[config.mk]
export PLATFORM = sky130hd
export DESIGN_NAME = rca_nibble_sequencer
export DESIGN_NICKNAME = d
export VERILOG_FILES = /design/src/rtl/rca_seq_pkg.sv /design/src/rtl/ripple_carry_adder.sv /design/src/rtl/rca_nibble_sequencer.sv
export SDC_FILE = /design/constraint.sdc
export NUM_CORES = 1
export LEC_CHECK = 0
export ABC_AREA = 1
export BUFFER_PORTS_ARGS = -buffer_cell sky130_fd_sc_hd__clkbuf_2
export CAP_MARGIN = 20
export CORE_ASPECT_RATIO = 2
export CORE_UTILIZATION = 53
export DETAILED_ROUTE_END_ITERATION = 10
export PLACE_DENSITY = 0.78
export SLEW_MARGIN = 20
export SYNTH_ARGS = -nofsm -noshare
export SYNTH_HDL_FRONTEND = slang
export SYNTH_SLANG_ARGS = --single-unit
[constraint.sdc]
create_clock -name clk -period 3.55 [get_ports clk]
set_input_delay 0.355 -clock clk [delete_from_list [all_inputs] [get_ports clk]]
set_output_delay 0.355 -clock clk [all_outputs]
set_load 0.05 [all_outputs]
[src/rtl/rca_seq_pkg.sv]
// Shared types and constants for the nibble-serial ripple-carry adder sequencer.
package rca_seq_pkg;

  typedef enum logic [1:0] {IDLE, BUSY, DONE} rca_seq_state_t;

  localparam int SLICE_W = 4;

  // Nibble index width; a single-nibble build still needs a one-bit counter.
  function automatic int idxWidth(input int nibbles);
    return (nibbles > 1) ? $clog2(nibbles) : 1;
  endfunction

endpackage

[src/rtl/ripple_carry_adder.sv]
// Plain ripple-carry adder slice built from a chain of full adders.
module ripple_carry_adder #(
  parameter int WIDTH = 4
) (
  input  logic [WIDTH-1:0] A,
  input  logic [WIDTH-1:0] B,
  input  logic             Cin,
  output logic [WIDTH-1:0] Sum,
  output logic             Cout
);

  logic [WIDTH:0] w_carry;

  assign w_carry[0] = Cin;

  for (genvar i = 0; i < WIDTH; i++) begin : g_bit
    assign Sum[i]       = A[i] ^ B[i] ^ w_carry[i];
    assign w_carry[i+1] = (A[i] & B[i]) | (w_carry[i] & (A[i] ^ B[i]));
  end

  assign Cout = w_carry[WIDTH];

endmodule

[src/rtl/rca_nibble_sequencer.sv]
// Wide adder that reuses one 4-bit ripple-carry slice, one nibble per clock, LSB first.
// Optional subtract mode (sub port) is built when RCA_SEQ_SUB_EN is defined.
module rca_nibble_sequencer
  import rca_seq_pkg::*;
#(
  parameter int WIDTH = 16
) (
  input  logic             clk,
  input  logic             rst,
  input  logic             in_valid,
  output logic             in_ready,
  input  logic [WIDTH-1:0] a,
  input  logic [WIDTH-1:0] b,
  input  logic             cin,
`ifdef RCA_SEQ_SUB_EN
  input  logic             sub,
`endif
  output logic             out_valid,
  input  logic             out_ready,
  output logic [WIDTH-1:0] sum,
  output logic             cout,
  output logic             busy
);

  localparam int NIBBLES = WIDTH / SLICE_W;
  localparam int IDX_W   = idxWidth(NIBBLES);
  localparam logic [IDX_W-1:0] LAST_IDX = IDX_W'(NIBBLES - 1);

  if ((WIDTH < SLICE_W) || ((WIDTH % SLICE_W) != 0)) begin : g_bad_width
    $error("rca_nibble_sequencer: WIDTH must be a multiple of 4 and at least 4");
  end

  rca_seq_state_t     r_state;
  logic [WIDTH-1:0]   r_a;
  logic [WIDTH-1:0]   r_b;
  logic [WIDTH-1:0]   r_sum;
  logic [IDX_W-1:0]   r_idx;
  logic               r_carry;
  logic               r_cout;
  logic               r_inReady;
  logic               r_outValid;
  logic               r_busy;

  logic [WIDTH-1:0]   w_bLatch;
  logic               w_carryIn;
  logic [SLICE_W-1:0] w_aNib;
  logic [SLICE_W-1:0] w_bNib;
  logic [SLICE_W-1:0] w_sliceSum;
  logic               w_sliceCout;

  // Subtraction is a + ~b + 1, so the carry-in is forced and cin is ignored.
`ifdef RCA_SEQ_SUB_EN
  assign w_bLatch  = sub ? ~b : b;
  assign w_carryIn = sub ? 1'b1 : cin;
`else
  assign w_bLatch  = b;
  assign w_carryIn = cin;
`endif

  assign w_aNib = r_a[int'(r_idx)*SLICE_W +: SLICE_W];
  assign w_bNib = r_b[int'(r_idx)*SLICE_W +: SLICE_W];

  ripple_carry_adder #(
    .WIDTH(SLICE_W)
  ) u_slice (
    .A   (w_aNib),
    .B   (w_bNib),
    .Cin (r_carry),
    .Sum (w_sliceSum),
    .Cout(w_sliceCout)
  );

  always_ff @(posedge clk) begin
    if (rst) begin
      r_state    <= IDLE;
      r_a        <= '0;
      r_b        <= '0;
      r_sum      <= '0;
      r_idx      <= '0;
      r_carry    <= 1'b0;
      r_cout     <= 1'b0;
      r_inReady  <= 1'b1;
      r_outValid <= 1'b0;
      r_busy     <= 1'b0;
    end else begin
      case (r_state)
        IDLE: begin
          if (in_valid && r_inReady) begin
            r_a       <= a;
            r_b       <= w_bLatch;
            r_carry   <= w_carryIn;
            r_idx     <= '0;
            r_sum     <= '0;
            r_inReady <= 1'b0;
            r_busy    <= 1'b1;
            r_state   <= BUSY;
          end
        end
        BUSY: begin
          r_sum[int'(r_idx)*SLICE_W +: SLICE_W] <= w_sliceSum;
          r_carry <= w_sliceCout;
          if (r_idx == LAST_IDX) begin
            r_cout     <= w_sliceCout;
            r_outValid <= 1'b1;
            r_state    <= DONE;
          end else begin
            r_idx <= r_idx + IDX_W'(1);
          end
        end
        DONE: begin
          // Result stays parked here until the consumer takes it.
          if (out_ready) begin
            r_outValid <= 1'b0;
            r_busy     <= 1'b0;
            r_inReady  <= 1'b1;
            r_state    <= IDLE;
          end
        end
        default: begin
          r_state    <= IDLE;
          r_inReady  <= 1'b1;
          r_outValid <= 1'b0;
          r_busy     <= 1'b0;
        end
      endcase
    end
  end

  assign in_ready  = r_inReady;
  assign out_valid = r_outValid;
  assign busy      = r_busy;
  assign sum       = r_sum;
  assign cout      = r_cout;

endmodule
==> metrics.log, run 1 <==
INFO  metric run_status = finished clean
INFO  metric cts_tree = built
INFO  metric cts.root.buffer_cell = sky130_fd_sc_hd__clkbuf_8
INFO  metric floorplan.die_area = 5090 µm²
INFO  metric fillerInstances = 466
INFO  metric number_of_diodes_added_for_antenna_fixing = 0
INFO  metric crit_type = flop to flop
INFO  metric finalPower = 1.62 mW
INFO  metric initial_utilization = 0.552
INFO  metric drtIter0Drc = 50
INFO  metric final-instance-count-excl-fill = 452
INFO  metric drtAntennaViolNets = 0
INFO  metric drt_pass1_iterations = 5
INFO  metric grt_util_all_layers = 0.245
INFO  metric core = 4600 µm²
INFO  metric tns = 0 ns
INFO  metric setup_viol_count_final = 0
INFO  metric tightestPinTransition = 0.737 ns
INFO  metric slew_violations = 0
INFO  metric mappedNetlistNets = 386
INFO  metric clk-insertion-delay-late = 0.34 ns
INFO  metric max_freq = 308 MHz
INFO  metric pre_cts_slack = 0.344 ns
INFO  metric fp.dieH = 99.9 µm
INFO  metric cts_setup_buffers = 0
INFO  metric finalNetCount = 438
INFO  metric holdBufCountCts = 0
INFO  metric cell_area_synth = 2540 µm²
INFO  metric yosysUniqueCellTypes = 20
INFO  metric number_of_h_tree_levels = 3
INFO  metric cts-buffers-inserted = 9
INFO  metric port_buffers = 56
INFO  metric required = 3.81 ns
INFO  metric gp_congestion = 0.883
INFO  metric critPathCaptureType = flop
INFO  metric netlist_instances = 340
INFO  metric cts.repair.resized = 0
INFO  metric fp.dieW = 51.0 µm
INFO  metric least_setup_slack_across_all_paths_after_layout = 0.307 ns
INFO  metric max-vdd-ir-drop = 0.000378 V
INFO  metric layout_cell_share_with_drive_strength_beyond_1 = 0.209
INFO  metric cp.arrival = 3.50 ns
INFO  metric clock_sinks = 57
INFO  metric hold_path_class = input port to flop
INFO  metric synth-seq-cells = 57
INFO  metric maxCapViolCount = 0
INFO  metric final_area = 2980 µm²
INFO  metric path_max_fanout = 11
INFO  metric cellLeakagePower = 1.35 nW
INFO  metric grt_start_max_net_pins = 53
INFO  metric first_global_vias = 2150
INFO  metric placed_standard_cell_area = 2820 µm²
INFO  metric antenna_found_initial = 0
INFO  metric timing.critical_path.from_type = flop
INFO  metric max-clock-path-buffers = 2
INFO  metric grt_setup_unrepaired = no
INFO  metric grt-ovfl-total = 0
INFO  metric per_cell_routed_wire_length = 12.4 µm
INFO  metric hold_viol_final = 0
INFO  metric grt_first_pass_wirelength = 9160 µm
INFO  metric final.min_clock_period = 3.24 ns
INFO  metric detailroute.via_count = 2348
INFO  metric area_growth_syn_to_layout = 17.2%
INFO  metric boundaryPins = 57
INFO  metric fin_util = 0.647
INFO  metric rows = 35
INFO  metric skew = 0.0103 ns
INFO  metric yosys_warnings = 0
INFO  metric fin_worst_hold_slack = 0.269 ns
INFO  metric synth_sequential_area_ratio = 0.449
INFO  metric drc = 0
INFO  metric avgSynthCellArea = 7.47 µm²
INFO  metric vias_per_cell = 5.19
INFO  metric finalWirelength = 5620 µm
INFO  metric dp_hpwl = 4170 µm
INFO  metric final.period_utilization = 0.913
INFO  metric dp.cells = 436
INFO  metric slew_headroom = 0.508
INFO  metric power_density = 544 nW/µm²
INFO  metric clkTransAtPathRegs = 0.06 ns
==> power breakdown <==
part	internal (mW)	switching, mW	total, mW
Clock	0.248	0.237	0.485
Sequential	0.697	0.0383	0.736
Combinational	0.136	0.264	0.400
==> cell families after synthesis <==
group	after synthesis	share of synthesized area
AND/OR/NAND/NOR	158	0.271
AO/OA/AOI/OAI	80	0.162
flip-flops	57	0.449
buffers and inverters	36	0.0621
adder cells (fa/ha/maj)	9	0.0562
==> registers in the layout, indices dropped and copies added (netlist names) <==
| name | cells |
|---|---|
| in_ready | 1 |
| sum | 16 |
| r_state | 2 |
| busy | 1 |
| cout | 1 |
| r_b | 16 |
| r_idx | 2 |
| r_carry | 1 |
| out_valid | 1 |
| r_a | 16 |
==> cell usage after synthesis <==
cell type	instances	share of area
sky130_fd_sc_hd__buf_4	2	0.0059
sky130_fd_sc_hd__o21ai_0	52	0.10
sky130_fd_sc_hd__nor2_2	1	0.0025
sky130_fd_sc_hd__clkbuf_2	1	0.0020
sky130_fd_sc_hd__dfxtp_1	57	0.45
sky130_fd_sc_hd__nor2_4	4	0.018
sky130_fd_sc_hd__nand2_1	29	0.043
sky130_fd_sc_hd__ha_1	5	0.025
sky130_fd_sc_hd__buf_6	1	0.0044
sky130_fd_sc_hd__nand3b_1	1	0.0030
sky130_fd_sc_hd__inv_1	16	0.024
sky130_fd_sc_hd__fa_1	4	0.032
sky130_fd_sc_hd__clkbuf_1	9	0.013
sky130_fd_sc_hd__inv_2	2	0.0030
sky130_fd_sc_hd__o22ai_1	8	0.020
sky130_fd_sc_hd__a21oi_1	20	0.039
sky130_fd_sc_hd__nor2_1	96	0.14
sky130_fd_sc_hd__nand3_1	23	0.045
sky130_fd_sc_hd__buf_2	5	0.0099
sky130_fd_sc_hd__nand2_4	4	0.018
==> worst paths after layout <==
kind / start / endpoint / slack, ns / depth (start not counted)
hold reg to reg: out_valid / out_valid / 0.45 / 2
setup / recovery: r_idx[0] / sum[7] / 0.31 / 11
hold / removal: b[12] / r_b[12] / 0.27 / 3
setup reg to reg: r_idx[0] / sum[7] / 0.31 / 11
==> cell type report <==
type	count	area, µm²	share of cell area
clock inverters	4	20.0	0.00673
inverters	18	67.6	0.0227
multi-input cells	247	1240	0.417
repair buffers	59	303	0.102
clock buffers	12	135	0.0454
well taps	55	68.8	0.0231
flip-flops and latches	57	1140	0.383
==> critical path, stage by stage, from the launching register on <==
cell and delay, ns:
sky130_fd_sc_hd__dfxtp_1 0.48, sky130_fd_sc_hd__inv_1 0.22, sky130_fd_sc_hd__o21ai_0 0.21, sky130_fd_sc_hd__o22ai_1 0.11, sky130_fd_sc_hd__fa_1 0.42, sky130_fd_sc_hd__fa_1 0.40, sky130_fd_sc_hd__fa_1 0.40, sky130_fd_sc_hd__fa_1 0.52
sky130_fd_sc_hd__nand2_1 0.08, sky130_fd_sc_hd__nor2_1 0.14, sky130_fd_sc_hd__nand2_1 0.07, sky130_fd_sc_hd__a21oi_1 0.11
==> cells in the final DEF, fill, tap and decap left out <==
cell	instances
sky130_fd_sc_hd__clkbuf_8	9
sky130_fd_sc_hd__buf_4	3
sky130_fd_sc_hd__inv_1	16
sky130_fd_sc_hd__nor2_4	4
sky130_fd_sc_hd__ha_1	5
sky130_fd_sc_hd__clkbuf_1	3
sky130_fd_sc_hd__fa_1	4
sky130_fd_sc_hd__o21ai_0	52
sky130_fd_sc_hd__nand2_4	4
sky130_fd_sc_hd__clkinv_2	4
sky130_fd_sc_hd__nand3_1	23
sky130_fd_sc_hd__nor2_2	1
sky130_fd_sc_hd__dfxtp_1	57
sky130_fd_sc_hd__nand3b_1	1
sky130_fd_sc_hd__nand2_1	29
sky130_fd_sc_hd__o22ai_1	8
sky130_fd_sc_hd__nor2_1	96
sky130_fd_sc_hd__a21oi_1	20
sky130_fd_sc_hd__inv_2	2
sky130_fd_sc_hd__clkbuf_2	56
==> per-layer routing <==
| metal | track usage | wire [µm] |
|---|---|---|
| met5 | 0 | 0 |
| met4 | 0.143 | 187 |
| met3 | 0.0545 | 210 |
| met2 | 0.447 | 3180 |
| met1 | 0.241 | 2050 |
Note: power is estimated with default switching activity, not from simulation.
==> inputs of run 2 (changes only) <==
CORE_UTILIZATION = 57   (was 53)
PLACE_DENSITY = 0.83   (was 0.78)
clock period = 3.9 ns   (was 3.55 ns; I/O delays follow)
==> run 2 against run 1 <==
Clock skew decreased by 0.0039 ns. First-iteration DRC count down 6.0%. Final cell count shrank 0.66%. Die area is 6.8% lower. Sequential cell count unchanged. Register-to-register slack improved by 0.33 ns. Critical path depth unchanged. Non-clock buffer count fell by 2. Global-route usage up 2.2 points. Combinational power decreased by 11%. Largest power group unchanged.
==> metrics.log, run 2 (synthesis results as in run 1) <==
INFO  metric run_status = finished clean
INFO  metric grt_setup_unrepaired = no
INFO  metric floorplan.die_area = 4740 µm²
INFO  metric finalPower = 1.51 mW
INFO  metric gp_congestion = 0.925
INFO  metric maxUsedRoutingLayer = met4
INFO  metric critPathCaptureType = flop
INFO  metric worst-r2r-cell-count = 11
INFO  metric finalWirelength = 5620 µm
INFO  metric crit_type = flop to flop
INFO  metric number_of_diodes_added_for_antenna_fixing = 0
INFO  metric skew = 0.00644 ns
INFO  metric leading_cell_type_in_the_layout_fill_and_taps_excluded = sky130_fd_sc_hd__nor2_1
INFO  metric wl_met3 = 232 µm
INFO  metric drc = 0
INFO  metric timing.critical_path.from_type = flop
INFO  metric timing.critical_path.cells = inv_1, o21ai_0, o22ai_1, fa_1, fa_1, fa_1, fa_1, nand2_1, nor2_1, nand2_1, a21oi_1
INFO  metric max-vdd-ir-drop = 0.000401 V
INFO  metric route.layer.met1.wl = 2030 µm
INFO  metric setup_viol_count_final = 0
INFO  metric cp.arrival = 3.53 ns
INFO  metric cts-buffers-inserted = 9
INFO  metric cp_slowest_cell = sky130_fd_sc_hd__dfxtp_1
INFO  metric vias_per_cell = 5.23
INFO  metric cellLeakagePower = 1.35 nW
INFO  metric crit_top_cell = sky130_fd_sc_hd__fa_1
INFO  metric detailroute.via_count = 2350
INFO  metric wl_met2 = 3170 µm
INFO  metric maxCapViolCount = 0
INFO  metric max_freq = 307 MHz
INFO  metric grt-ovfl-total = 0
INFO  metric critPathMaxStageDelay = 0.57 ns
INFO  metric cts.root.buffer_cell = sky130_fd_sc_hd__clkbuf_8
INFO  metric least_setup_slack_across_all_paths_after_layout = 0.640 ns
INFO  metric placed_standard_cell_area = 2810 µm²
INFO  metric cts_tree = built
INFO  metric critPathTopFamily = adder cells
INFO  metric final_cell_mix = sky130_fd_sc_hd__nor2_1 (96), sky130_fd_sc_hd__dfxtp_1 (57), sky130_fd_sc_hd__clkbuf_2 (56), sky130_fd_sc_hd__o21ai_0 (52), sky130_fd_sc_hd__nand2_1 (29)
INFO  metric initial_utilization = 0.591
INFO  metric clock_sinks = 57
INFO  metric timing.hold.worst_path_depth = 3
INFO  metric final.period_utilization = 0.836
INFO  metric fp.dieW = 49.2 µm
INFO  metric tns = 0 ns
INFO  metric port_buffers = 56
INFO  metric final_area = 2980 µm²
INFO  metric max-clock-path-buffers = 2
INFO  metric clk-insertion-delay-late = 0.34 ns
INFO  metric antenna_found_initial = 0
INFO  metric fp.dieH = 96.4 µm
INFO  metric path_max_fanout = 13
INFO  metric path_buf_inv = 1
INFO  metric first_global_vias = 2249
INFO  metric cts.repair.resized = 0
INFO  metric required = 4.17 ns
INFO  metric grt_util_all_layers = 0.267
INFO  metric holdBufCountCts = 0
INFO  metric boundaryPins = 57
INFO  metric drt_pass1_iterations = 4
INFO  metric number_of_h_tree_levels = 3
INFO  metric tightestPinTransition = 0.729 ns
INFO  metric hold_viol_final = 0
INFO  metric area_growth_syn_to_layout = 17.3%
INFO  metric per_cell_routed_wire_length = 12.5 µm
INFO  metric fin_worst_hold_slack = 0.297 ns
INFO  metric grt_start_max_net_pins = 53
INFO  metric cts_setup_buffers = 0
INFO  metric layout_cell_share_with_drive_strength_beyond_1 = 0.208
INFO  metric slew_headroom = 0.514
INFO  metric power_density = 508 nW/µm²
INFO  metric final.min_clock_period = 3.26 ns
INFO  metric grt_first_pass_wirelength = 9340 µm
INFO  metric finalNetCount = 436
INFO  metric core = 4300 µm²
INFO  metric drtIter0Drc = 47
INFO  metric timing.critical_path.depth = 11
INFO  metric pre_cts_slack = 0.715 ns
INFO  metric slew_violations = 0
INFO  metric rows = 34
INFO  metric clkTransAtPathRegs = 0.06 ns
INFO  metric drtAntennaViolNets = 0
INFO  metric hold_path_class = input port to flop
INFO  metric dp_hpwl = 4070 µm
==> run 2: cell types whose count changed in the layout (fill, tap and decap cells not counted), sizes merged <==
cell | before | now
clkbuf | 68 | 69
clkinv | 4 | 3
buf | 3 | 1
==> run 2: report_power, final <==
part	internal [mW]	switching, mW	total [mW]
Clock	0.262	0.222	0.484
Combinational	0.119	0.239	0.357
Sequential	0.635	0.0364	0.671
==> run 2: layer usage <==
| layer | global-route usage | vias to the layer above |
|---|---|---|
| met1 | 0.240 | 1061 |
| li1 | - | 1207 |
| met5 | 0 | - |
| met2 | 0.509 | 64 |
| met4 | 0.162 | 0 |
| met3 | 0.0798 | 18 |
==> run 2: per-stage QoR <==
stage	std cells	util
finish	449	0.693
global route	449	0.693
CTS	449	0.693
detailed placement	433	0.653
global placement	433	0.653
floorplan	340	-
==> run 2: worst min-delay path: cells and delay by family <==
family	cells	cell delay, ns
AO/OA/AOI/OAI	1	0.07
AND/OR/NAND/NOR	1	0.07
buffers and inverters	1	0.07
==> run 2: path summary, 6_finish.rpt <==
kind | from | end | slack, ns
max reg2reg | r_idx[1] | sum[15] | 0.64
min | a[6] | r_a[6] | 0.30
max | r_idx[1] | sum[15] | 0.64
min reg2reg | out_valid | out_valid | 0.45
==> run 2: area by class of cell <==
| type | count | area [µm²] |
|---|---|---|
| Multi-Input combinational cell | 247 | 1240 |
| Tap cell | 54 | 67.6 |
| Timing Repair Buffer | 57 | 288 |
| Inverter | 18 | 67.6 |
| Fill cell | 405 | 1320 |
| Clock inverter | 3 | 15.0 |
| Clock buffer | 13 | 159 |
| Sequential cell | 57 | 1140 |
==> inputs of run 3 (changes only) <==
ABC_AREA = 0   (was 1)
CORE_UTILIZATION = 48   (was 57)
PLACE_DENSITY = 0.75   (was 0.83)
clock period = 2.7 ns   (was 3.9 ns; I/O delays follow)
==> run 3 against run 2 <==
Synthesized cell count shrank 26%. Count of clock-buffer cells in the layout decreased by 3. Non-clock buffer count up 6. The flow now finishes with violations (setup timing). Critical path depth shrank 5. Critical endpoint is now sum[3]. Total power increased by 28%.
==> metrics.log, run 3 <==
INFO  metric max-vdd-ir-drop = 0.000681 V
INFO  metric slew_headroom = 0.507
INFO  metric fillerInstances = 455
INFO  metric hold_viol_final = 0
INFO  metric placed_standard_cell_area = 2760 µm²
INFO  metric initial_utilization = 0.495
INFO  metric critPathMaxStageDelay = 0.52 ns
INFO  metric final_cell_mix = sky130_fd_sc_hd__nand2_1 (69), sky130_fd_sc_hd__dfxtp_1 (56), sky130_fd_sc_hd__clkbuf_2 (56), sky130_fd_sc_hd__a21oi_1 (38), sky130_fd_sc_hd__a22o_1 (16)
INFO  metric final_area = 2950 µm²
INFO  metric ys.flop_type = sky130_fd_sc_hd__dfxtp_1
INFO  metric power_density = 658 nW/µm²
INFO  metric least_setup_slack_across_all_paths_after_layout = -0.0698 ns
INFO  metric cts_tree = built
INFO  metric drtIter0Drc = 48
INFO  metric floorplan.die_area = 5320 µm²
INFO  metric first_global_vias = 1949
INFO  metric layout.area.seq = 1140 µm²
INFO  metric maxCapViolCount = 0
INFO  metric tns = -0.183 ns
INFO  metric synth-seq-cells = 57
INFO  metric cp_slowest_cell = sky130_fd_sc_hd__mux4_2
INFO  metric crit_start = r_idx[0]
INFO  metric max-clock-path-buffers = 2
INFO  metric netlist_instances = 253
INFO  metric leading_cell_type_in_the_layout_fill_and_taps_excluded = sky130_fd_sc_hd__nand2_1
INFO  metric slew_violations = 0
INFO  metric final-instance-count-excl-fill = 370
INFO  metric grt-ovfl-total = 0
INFO  metric yosys.cell_count.top_type = sky130_fd_sc_hd__nand2_1
INFO  metric detailroute.via_count = 1994
INFO  metric number_of_h_tree_levels = 3
INFO  metric fp.dieW = 52.1 µm
INFO  metric finalNetCount = 356
INFO  metric synth_common_cells = sky130_fd_sc_hd__nand2_1 (69), sky130_fd_sc_hd__dfxtp_1 (57), sky130_fd_sc_hd__a21oi_1 (38)
INFO  metric drt_pass1_iterations = 4
INFO  metric skew = 0.0104 ns
INFO  metric clock_sinks = 57
INFO  metric dp.cells = 356
INFO  metric cts.root.buffer_cell = sky130_fd_sc_hd__clkbuf_8
INFO  metric clkTransAtPathRegs = 0.06 ns
INFO  metric min-delay-start = a[14]
INFO  metric synthDominantAreaCellType = sky130_fd_sc_hd__dfxtp_1
INFO  metric yosysUniqueCellTypes = 31
INFO  metric final.period_utilization = 1.03
INFO  metric failed_checks = setup timing
INFO  metric layout_cell_share_with_drive_strength_beyond_1 = 0.304
INFO  metric cellLeakagePower = 1.25 nW
INFO  metric gp_congestion = 0.865
INFO  metric max_freq = 361 MHz
INFO  metric timing.critical_path.from_type = flop
INFO  metric synth_async_sr_flop_share = 0
INFO  metric finalWirelength = 5430 µm
INFO  metric fp.dieH = 102 µm
INFO  metric multi_input_comb_area = 1200 µm²
INFO  metric dp_hpwl = 4020 µm
INFO  metric final.min_clock_period = 2.77 ns
INFO  metric vias_per_cell = 5.39
INFO  metric setup_viol_count_final = 5
INFO  metric number_of_diodes_added_for_antenna_fixing = 0
INFO  metric synth_edf_count = 0
INFO  metric pre_cts_slack = -0.0904 ns
INFO  metric per_cell_routed_wire_length = 14.7 µm
INFO  metric cts-buffers-inserted = 9
INFO  metric synth_top_area_frac = 0.474
INFO  metric worst-r2r-cell-count = 6
INFO  metric synth_sequential_area_ratio = 0.474
INFO  metric drtAntennaViolNets = 0
INFO  metric avgSynthCellArea = 9.51 µm²
INFO  metric drc = 0
INFO  metric cp.arrival = 2.99 ns
INFO  metric run_status = finished with violations
INFO  metric required = 2.92 ns
INFO  metric path_max_fanout = 4
INFO  metric timing.hold.worst_path_depth = 3
INFO  metric grt_first_pass_wirelength = 8780 µm
INFO  metric rows = 36
INFO  metric timing.critical_path.cells = mux4_2, fa_2, fa_2, fa_2, fa_2, a22o_1
INFO  metric yosys_warnings = 0
INFO  metric port_buffers = 56
INFO  metric antenna_found_initial = 0
INFO  metric crit_top_cell = sky130_fd_sc_hd__fa_2
INFO  metric critPathCaptureType = flop
INFO  metric netlist_top_cells_area = sky130_fd_sc_hd__dfxtp_1 (47%), sky130_fd_sc_hd__nand2_1 (11%), sky130_fd_sc_hd__a21oi_1 (7.9%), sky130_fd_sc_hd__mux4_2 (7.5%), sky130_fd_sc_hd__a22o_1 (5.8%)
INFO  metric cell_area_synth = 2410 µm²
INFO  metric area_growth_syn_to_layout = 22.4%
INFO  metric crit_type = flop to flop
INFO  metric worst_r2r_startpoint = r_idx[0]
INFO  metric core = 4860 µm²
INFO  metric grt_setup_unrepaired = yes
INFO  metric tightestPinTransition = 0.733 ns
INFO  metric boundaryPins = 57
INFO  metric hold_path_class = input port to flop
INFO  metric grt_start_max_net_pins = 34
INFO  metric clk-insertion-delay-late = 0.34 ns
INFO  metric grt_util_all_layers = 0.230
INFO  metric mappedNetlistNets = 299
[run 3: changes by cell type after synthesis, sizes merged, moves of 14 or more]
cell / change
nand2: +36
nor2: -98
o21ai: -46
inv: -14
nand3: -21
a22o: +16
a21oi: +18
[run 3: kinds of logic (layout without fill, tap and decap cells)]
kind of cell,after synthesis,count (layout),synth area share
AO/OA/AOI/OAI,67,67,0.173
buffers and inverters,21,81,0.0380
multiplexers,9,9,0.0790
adder cells (fa/ha/maj),9,9,0.0593
AND/OR/NAND/NOR,90,90,0.177
flip-flops,57,57,0.474
[run 3: repair_timing]
item                                    4_1_cts  5_1_grt
pin swaps                                     3        1
gates resized for setup                       0        0
endpoints found under the setup margin        5        5
hold buffers                                  0        0
buffers inserted                              0        0
[run 3: routing by layer]
layer / vias to the layer above / part of all wire / global-route usage
li1: 991 / - / -
met1: 938 / 0.38 / 0.224
met2: 59 / 0.57 / 0.423
met3: 6 / 0.039 / 0.0640
met4: 0 / 0.014 / 0.116
met5: - / 0 / 0
[run 3: cell type report]
type / count / share of cell area
clock inverter: 4 / 0.0153
timing repair buffer: 63 / 0.113
sequential: 57 / 0.389
inverter: 4 / 0.00510
clock buffer: 10 / 0.0467
tap: 57 / 0.0242
multi-input combinational: 175 / 0.407
[run 3: path summary, 6_finish.rpt]
check / slack, ns / end
setup reg to reg: -0.07 / sum[3]
hold / removal: 0.15 / r_a[14]
hold reg to reg: 0.45 / r_a[8]
setup / recovery: -0.07 / sum[3]
[run 3: critical path: cells and delay by family, from the launching register on]
kind,cells,cell delay (ns)
fa+ha+maj,4,1.54
flops,1,0.37
compound gates,1,0.23
mux,1,0.52
[run 3: stage by stage]
| step | utilization | total power, mW | hold slack [ns] |
|---|---|---|---|
| after global routing | 0.605 | 2.02 | 0.149 |
| final | 0.605 | 1.94 | 0.153 |
| after detailed placement | 0.568 | 1.20 | 0.447 |
| after global placement | 0.568 | 1.20 | 0.440 |
| after floorplan | - | 1.12 | 0.406 |
| after CTS | 0.605 | 1.95 | 0.142 |
[run 3: where the power goes]
part | switching [mW] | internal, mW | leakage (nW)
logic | 0.159 | 0.111 | 0.685
registers | 0.0304 | 0.883 | 0.465
clock network | 0.320 | 0.435 | 0.0978
total | 0.509 | 1.43 | 1.25
